--- config.mk ---
export PLATFORM = sky130hd
export DESIGN_NAME = eqy_miter_monitor
export DESIGN_NICKNAME = d
export VERILOG_FILES = /design/src/rtl/eqy_miter_monitor.sv
export SDC_FILE = /design/constraint.sdc
export NUM_CORES = 1
export LEC_CHECK = 0
export ABC_AREA = 0
export ABC_CLOCK_PERIOD_IN_PS = 4700
export CAP_MARGIN = 20
export CORE_MARGIN = 4
export CORE_UTILIZATION = 53
export CTS_CLUSTER_SIZE = 8
export DETAILED_ROUTE_END_ITERATION = 10
export PLACE_DENSITY = 0.82
export SLEW_MARGIN = 25
export SYNTH_ARGS = -nofsm -noshare
export SYNTH_HDL_FRONTEND = slang
export SYNTH_SLANG_ARGS = --single-unit
--- constraint.sdc ---
create_clock -name clk -period 4.7 [get_ports clk]
set_input_delay 1.41 -clock clk [delete_from_list [all_inputs] [get_ports clk]]
set_output_delay 1.41 -clock clk [all_outputs]
set_load 0.1 [all_outputs]
--- src/rtl/eqy_miter_monitor.sv ---
// Verdict collector for an EQY miter in simulation: skips settle samples after start,
// then accumulates a sticky fail flag, first-failure point/cycle and a saturating mismatch count.
module eqy_miter_monitor #(
   parameter int NPOINTS      = 8,
   parameter int CYCW         = 16,
   parameter int CNTW         = 8,
   parameter int SETTLE       = 2,
   parameter int MAX_CYCLES   = 1000,
   parameter int STOP_ON_FAIL = 1,
   localparam int IDXW        = (NPOINTS > 1) ? $clog2(NPOINTS) : 1
) (
   input  logic               clk,
   input  logic               rst_n,
   input  logic               start,
   input  logic               stop,
   input  logic               cmp_valid,
   input  logic [NPOINTS-1:0] cmp_ok,
   input  logic [NPOINTS-1:0] cmp_def,
   output logic               busy,
   output logic               done,
   output logic               pass,
   output logic               fail,
   output logic [IDXW-1:0]    first_idx,
   output logic [CYCW-1:0]    first_cycle,
   output logic [CNTW-1:0]    mismatch_cnt,
   output logic [CYCW-1:0]    cycle_cnt,
   output logic [1:0]         o_dbg_state
);

   typedef enum logic [1:0] {
      S_IDLE   = 2'd0,
      S_SETTLE = 2'd1,
      S_CHECK  = 2'd2,
      S_DONE   = 2'd3
   } state_t;

   localparam logic [7:0]      SETTLE_LAST = (SETTLE > 0) ? 8'(SETTLE - 1) : 8'd0;
   localparam logic [CYCW-1:0] MAX_LAST    = CYCW'(MAX_CYCLES - 1);

   state_t            r_state;
   state_t            w_state_next;
   logic [7:0]        r_settle_cnt;
   logic              r_fail;
   logic [IDXW-1:0]   r_first_idx;
   logic [CYCW-1:0]   r_first_cycle;
   logic [CNTW-1:0]   r_mismatch_cnt;
   logic [CYCW-1:0]   r_cycle_cnt;

   logic [NPOINTS-1:0] w_bad;
   logic               w_sample_fail;
   logic               w_start_ok;
   logic               w_budget_hit;
   logic [IDXW-1:0]    w_low_idx;

   // A point only counts as mismatching where the gold side is defined.
   assign w_bad         = cmp_def & ~cmp_ok;
   assign w_sample_fail = cmp_valid & (|w_bad);
   assign w_start_ok    = start & ((r_state == S_IDLE) | (r_state == S_DONE));
   assign w_budget_hit  = cmp_valid & (r_cycle_cnt == MAX_LAST);

   // Priority scan from the top so the lowest set bit wins.
   always_comb begin
      w_low_idx = '0;
      for (int i = NPOINTS - 1; i >= 0; i--) begin
         if (w_bad[i]) w_low_idx = IDXW'(i);
      end
   end

   always_ff @(posedge clk or negedge rst_n) begin
      if (!rst_n) r_state <= S_IDLE;
      else        r_state <= w_state_next;
   end

   always_comb begin
      w_state_next = r_state;
      case (r_state)
         S_IDLE, S_DONE: begin
            if (start) w_state_next = (SETTLE > 0) ? S_SETTLE : S_CHECK;
         end
         S_SETTLE: begin
            if (stop)                                            w_state_next = S_DONE;
            else if (cmp_valid && (r_settle_cnt == SETTLE_LAST)) w_state_next = S_CHECK;
         end
         S_CHECK: begin
            if (stop || w_budget_hit || ((STOP_ON_FAIL != 0) && w_sample_fail))
               w_state_next = S_DONE;
         end
         default: w_state_next = S_IDLE;
      endcase
   end

   always_comb begin
      busy = 1'b0;
      done = 1'b0;
      case (r_state)
         S_SETTLE, S_CHECK: busy = 1'b1;
         S_DONE:            done = 1'b1;
         default:           ;
      endcase
      pass = done & ~r_fail;
   end

   // Verdict registers; a sample counted in the stop/budget cycle is still folded in.
   always_ff @(posedge clk or negedge rst_n) begin
      if (!rst_n) begin
         r_settle_cnt   <= '0;
         r_fail         <= 1'b0;
         r_first_idx    <= '0;
         r_first_cycle  <= '0;
         r_mismatch_cnt <= '0;
         r_cycle_cnt    <= '0;
      end else if (w_start_ok) begin
         r_settle_cnt   <= '0;
         r_fail         <= 1'b0;
         r_first_idx    <= '0;
         r_first_cycle  <= '0;
         r_mismatch_cnt <= '0;
         r_cycle_cnt    <= '0;
      end else begin
         case (r_state)
            S_SETTLE: begin
               if (cmp_valid) r_settle_cnt <= r_settle_cnt + 8'd1;
            end
            S_CHECK: begin
               if (cmp_valid) begin
                  r_cycle_cnt <= r_cycle_cnt + CYCW'(1);
                  if (w_sample_fail) begin
                     if (r_mismatch_cnt != '1) r_mismatch_cnt <= r_mismatch_cnt + CNTW'(1);
                     if (!r_fail) begin
                        r_fail        <= 1'b1;
                        r_first_idx   <= w_low_idx;
                        r_first_cycle <= r_cycle_cnt;
                     end
                  end
               end
            end
            default: ;
         endcase
      end
   end

   assign fail         = r_fail;
   assign first_idx    = r_first_idx;
   assign first_cycle  = r_first_cycle;
   assign mismatch_cnt = r_mismatch_cnt;
   assign cycle_cnt    = r_cycle_cnt;
   assign o_dbg_state  = r_state;

endmodule

==> run_results.csv, run 1 <==
group,metric,value,unit
layout,nNetsFinal,399,
floorplan,num_rows,26,
layout,utilization,0.716,
detailed_routing,wire_per_inst,15.0,um
hold_path,worstHoldPathCells,2,
hold_path,hold_class,"register to register",
layout,syn_to_final_growth,28.3,%
clocking,cts_tree,"built",
timing,max_freq,277,MHz
layout,design_area,3730,um^2
power_and_ir_drop,p_leak,1.48,nW
timing,slew_headroom,0.342,
hold_path,holdPathEnd,"first_cycle[10]",
setup_path,cp.required,3.29,ns
timing,worstMarginPinSlew,0.983,ns
setup_path,reg2reg_from,"o_dbg_state[0]",
power_and_ir_drop,p_per_area,459,nW/um^2
timing,setup_viol,0,
floorplan,pin_count,70,
clocking,clock-sinks,54,
timing,worst_clock_skew,0.00869,ns
timing,drv_slew,0,
logic_synthesis,syn_area_per_cell,9.59,um^2
floorplan,die_x,82.0,um
detailed_routing,dr.pass1.iters,4,
logic_synthesis,synth_cell_types,47,
layout,final_common_cell,"clkdlybuf4s50_1",
global_route,grt-ovfl-total,0,
placed_design,hpwl,4.95,mm
logic_synthesis,yosys_warnings,0,
detailed_routing,ant_nets,0,
setup_path,cp-end-kind,"output pin",
setup_path,r2r_setup_slack,2.36,ns
logic_synthesis,async_flop_share,1.00,
setup_path,startpoint_type,"register",
power_and_ir_drop,switchingPower,0.000888,W
power_and_ir_drop,netSwitchingFraction,0.519,
timing,worst_slack,1.09,ns
setup_path,arrival,2.20,ns
logic_synthesis,synth_edf_count,0,
logic_synthesis,netlist_instances,303,
clocking,cts_buffers,5,
timing,rsz0062_at_grt,"no",
detailed_routing,drt_iter0_markers,168,
timing,tns,0,ns
layout,drive_gt1_frac,0.108,
timing,finalHoldViolations,0,
setup_path,r2r_cells,7,
global_route,antenna_found_initial,0,
clocking,post_cts_buffers,0,
placed_design,postPlaceCellArea,3640,um^2
placed_design,place_ws,1.22,ns
setup_path,r2r-end,"cycle_cnt[12]",
global_route,grt_pass1_wl,10.9,mm
detailed_routing,vias,2441,
clocking,clockRootBuffer,"clkbuf_8",
setup_path,path_class,"register to output pin",
global_route,grt_pass1_vias,2255,
floorplan,coreArea,5200,um^2
power_and_ir_drop,power_frac_seq,0.328,
clocking,cts-hold-fix-buffers,0,
run_status,status,"finished clean",
setup_path,cp_max_fo,6,
global_route,grt_max_degree,40,
clocking,cts_resized,0,
detailed_routing,vias_per_cell,5.52,
layout,final_cell_mix,"clkdlybuf4s50_1 (67), dfrtp_1 (54), nand2_1 (30), nor2_1 (26), nand3_1 (20)",
run,timing.max_cap.violations,0,
clocking,clk_pin_slew,0.09,ns
floorplan,start_util,0.558,
logic_synthesis,synth_area,2910,um^2
power_and_ir_drop,power,0.00171,W
timing,final.min_clock_period,3.61,ns
power_and_ir_drop,vdd_drop_max,0.000657,V
detailed_routing,drc,0,
power_and_ir_drop,comb_power_share,0.524,
layout,n_antenna_cell,0,
timing,fin_crit_sh,0.768,
power_and_ir_drop,internal_power,0.000823,W
clocking,clockBufferDepth,2,
power_and_ir_drop,clkPwrFrac,0.148,
hold_path,min_from,"first_cycle[10]",
logic_synthesis,ys_seq_elements,54,
placed_design,place_congestion,0.790,
clocking,htreeDepth,2,
logic_synthesis,synth-main-ff-cell,"dfrtp_1",
floorplan,dieArea,6730,um^2
detailed_routing,wl,6.64,mm
floorplan,die_h,82.0,um
global_route,grt_usage,0.210,
logic_synthesis,syn-num-nets,331,
logic_synthesis,seq_area_frac_synth,0.465,
clocking,clkLatencyLatePin,0.31,ns
placed_design,portBuffers,69,
-- layout make-up --
| type | instances | area (um^2) |
|---|---|---|
| clock buffers | 6 | 72.6 |
| clock inverters | 2 | 13.8 |
| fillers | 426 | 1480 |
| inverters | 11 | 41.3 |
| multi-input cells | 225 | 1440 |
| flip-flops and latches | 54 | 1350 |
| well taps | 70 | 87.6 |
| repair buffers | 74 | 721 |
-- how the worst max path moves through the flow --
stage | start | end
after floorplan | o_dbg_state[0] | pass
after global placement | cmp_ok[3] | first_cycle[3]
after detailed placement | cmp_ok[3] | first_cycle[1]
after CTS | o_dbg_state[0] | pass
after global routing | o_dbg_state[0] | pass
final | o_dbg_state[0] | pass
-- per-layer routing --
| metal | global-route usage | routed length (um) |
|---|---|---|
| met5 | 0 | 0 |
| met4 | 0.0581 | 72 |
| met3 | 0.0395 | 401 |
| met2 | 0.330 | 3070 |
| met1 | 0.298 | 3100 |
-- synth_stat cells (7+ instances only) --
master	count	area [um^2]
o21ai_2	12	105
nor2_1	26	97.6
xnor2_1	12	105
o21ai_0	14	70.1
nand3_1	20	100
dfrtp_1	54	1350
inv_1	11	41.3
nand3_2	10	100
a21oi_1	16	80.1
nand2_1	30	113
ha_1	7	87.6
nor2b_1	7	43.8
-- kinds of logic after synthesis --
family	synth area share
and+or+nand+nor	0.263
xor gates and xnor gates	0.0512
buffers and inverters	0.0426
DFF	0.465
AOI/OAI and AO/OA	0.148
adders and majority gates	0.0301
-- power groups by stage --
stage          logic (W)  registers (W)  clock network, W
3_5_place_dp    0.000896       0.000571                 0
4_1_cts         0.000899       0.000562          0.000261
3_3_place_gp    0.000888       0.000570                 0
6_report        0.000897       0.000561          0.000253
2_1_floorplan   0.000445       0.000821                 0
5_1_grt         0.000946       0.000568          0.000284
-- worst max-delay path, cell delays in order (launching register included) --
cell             delay [ns]
dfrtp_1                0.46
ha_1                   0.19
nor2b_2                0.12
clkdlybuf4s50_1        1.13
-- registers in the layout, indices dropped and copies added (netlist names) --
register      count
cycle_cnt        16
fail              1
first_cycle      16
first_idx         3
mismatch_cnt      8
o_dbg_state       2
r_settle_cnt      8
-- metrics by stage --
stage / hold WS, ns / instances
2_1_floorplan: 0.503 / 303
3_3_place_gp: 0.486 / 434
3_5_place_dp: 0.492 / 434
4_1_cts: 0.518 / 442
5_1_grt: 0.536 / 442
6_report: 0.512 / 442
(Power assumes the default switching activity.)
==> inputs of run 2 (changes only) <==
--- a/config.mk
+++ b/config.mk
@@ -6,13 +6,13 @@
 export NUM_CORES = 1
 export LEC_CHECK = 0
 export ABC_AREA = 0
-export ABC_CLOCK_PERIOD_IN_PS = 4700
+export ABC_CLOCK_PERIOD_IN_PS = 3000
 export CAP_MARGIN = 20
 export CORE_MARGIN = 4
-export CORE_UTILIZATION = 53
+export CORE_UTILIZATION = 45
 export CTS_CLUSTER_SIZE = 8
 export DETAILED_ROUTE_END_ITERATION = 10
-export PLACE_DENSITY = 0.82
+export PLACE_DENSITY = 0.73
 export SLEW_MARGIN = 25
 export SYNTH_ARGS = -nofsm -noshare
 export SYNTH_HDL_FRONTEND = slang
==> constraint.sdc (replaced) <==
create_clock -name clk -period 3 [get_ports clk]
set_input_delay 0.9 -clock clk [delete_from_list [all_inputs] [get_ports clk]]
set_output_delay 0.9 -clock clk [all_outputs]
set_load 0.1 [all_outputs]
==> run 2 against run 1 <==
Clock-buffer cell count fell by 1. Cell area fell by 1.9%. Setup slack got worse by 0.57 ns. Sequential power rose by 58%. Register-to-register slack got worse by 1.3 ns. Routed wire length rose by 1.7%. Global-route usage fell by 3.0 points. Final cell count rose by 2.0%. Worst hold slack improved by 0.0023 ns. Via count rose by 0.66%.
==> run_results.csv, run 2 (synthesis results as in run 1) <==
group,metric,value,unit
run_status,status,"finished clean",
detailed_routing,drc,0,
clocking,clock-sinks,54,
global_route,grt-ovfl-total,0,
clocking,clockRootBuffer,"clkbuf_8",
power_and_ir_drop,p_leak,1.59,nW
layout,final_common_cell,"buf_4",
timing,fin_hold_ws,0.514,ns
setup_path,path_class,"input pin to register",
setup_path,crit_slowest_cell,"or4_4",
hold_path,worstHoldPathCells,2,
timing,final.min_clock_period,2.48,ns
detailed_routing,vias,2457,
setup_path,r2r_setup_slack,1.10,ns
global_route,grt_pass1_wl,11.2,mm
hold_path,min_from,"first_cycle[7]",
clocking,htreeDepth,2,
hold_path,hold_class,"register to register",
floorplan,coreArea,6310,um^2
power_and_ir_drop,vdd_drop_max,0.000850,V
placed_design,place_ws,0.203,ns
global_route,grt_max_degree,55,
timing,setup_viol,0,
timing,finalHoldViolations,0,
placed_design,place_congestion,0.826,
layout,final_cell_mix,"buf_4 (56), dfrtp_1 (52), nand2_1 (30), nor2_1 (26), nand3_1 (20)",
detailed_routing,dr.pass1.iters,4,
placed_design,placedCellCount,444,
setup_path,reg2reg_from,"o_dbg_state[0]",
layout,n_antenna_cell,0,
clocking,clk_pin_slew,0.10,ns
placed_design,portBuffers,69,
timing,drv_slew,0,
hold_path,holdPathEnd,"first_cycle[7]",
setup_path,cp.required,3.22,ns
clocking,clkLatencyLatePin,0.31,ns
layout,final_cells,451,
detailed_routing,wire_per_inst,15.0,um
clocking,clockBufferDepth,2,
setup_path,cp_max_fo,35,
clocking,post_cts_buffers,0,
timing,worstMarginPinSlew,0.696,ns
floorplan,die_x,88.4,um
setup_path,worstPathCellList,"clkdlybuf4s50_1, nor2b_4, or4_4, o21ai_4, buf_12, nand3_1, o31ai_1",
setup_path,startpoint_type,"input pin",
clocking,cts_resized,0,
layout,drive_gt1_frac,0.251,
floorplan,start_util,0.460,
floorplan,die_h,88.4,um
timing,rsz0062_at_grt,"no",
clocking,cts-hold-fix-buffers,0,
clocking,cts_tree,"built",
global_route,antenna_found_initial,0,
timing,worst_clock_skew,0.0114,ns
setup_path,worst_path_largest_cell_delay,0.59,ns
layout,syn_to_final_growth,25.9,%
setup_path,cp-end-kind,"register",
timing,tns,0,ns
floorplan,dieArea,7810,um^2
timing,fin_crit_sh,0.827,
global_route,grt_pass1_vias,2279,
placed_design,hpwl,4.94,mm
global_route,grt_usage,0.180,
clocking,cts_buffers,5,
layout,utilization,0.579,
detailed_routing,vias_per_cell,5.45,
layout,nNetsFinal,402,
setup_path,r2r-end,"cycle_cnt[15]",
floorplan,num_rows,29,
run,timing.max_cap.violations,0,
setup_path,r2r_cells,7,
power_and_ir_drop,p_per_area,738,nW/um^2
timing,max_freq,403,MHz
timing,slew_headroom,0.536,
timing,worst_slack,0.520,ns
detailed_routing,ant_nets,0,
detailed_routing,drt_iter0_markers,164,
detailed_routing,wl,6.75,mm
floorplan,pin_count,70,
setup_path,arrival,2.70,ns
[run 2: changes by cell type in the layout (fill, tap and decap cells not counted), moves of 2 or more]
cell             delta
dfrtp_1             -2
clkdlybuf4s50_1    -48
buf_4              +50
dfrtp_2             +2
[run 2: critical path, delay by kind of cell]
family,cells,cell delay [ns]
buf+inv,2,0.74
compound gates,2,0.29
simple gates,3,0.75
[run 2: worst max-delay path by stage]
stage | startpoint | to | slack [ns] | cells past startpoint
floorplan | o_dbg_state[0] | pass | 0.13 | 2
global placement | cmp_ok[3] | first_idx[1] | 0.24 | 7
detailed placement | cmp_ok[3] | first_cycle[6] | 0.20 | 7
CTS | o_dbg_state[0] | busy | 0.52 | 4
global route | cmp_ok[3] | first_idx[1] | 0.39 | 7
finish | cmp_ok[3] | first_cycle[6] | 0.52 | 7
[run 2: final cells by class]
class	instances	area (um^2)
well taps	77	96.3
multi-input cells	225	1450
clock inverters	2	13.8
fillers	559	2660
repair buffers	77	636
clock buffers	5	68.8
flip-flops and latches	54	1350
inverters	11	41.3
[run 2: per-stage QoR]
step / power, W / area, um^2
after floorplan: 0.00200 / 2920
after global placement: 0.00230 / 3570
after detailed placement: 0.00232 / 3570
after CTS: 0.00273 / 3660
after global routing: 0.00285 / 3660
final: 0.00270 / 3660
[run 2: power by group]
| group | switching, W | internal (W) | total, W |
|---|---|---|---|
| sequential | 0.0000849 | 0.000799 | 0.000884 |
| clock | 0.000239 | 0.000162 | 0.000401 |
| combinational | 0.00109 | 0.000330 | 0.00142 |
| total | 0.00141 | 0.00129 | 0.00270 |
[run 2: metal layers]
metal / global-route usage / vias up / routed length (um)
li1: - / 1217 / -
met1: 0.256 / 1181 / 3140
met2: 0.279 / 55 / 3130
met3: 0.0363 / 4 / 408
met4: 0.0577 / 0 / 72
met5: 0 / - / 0
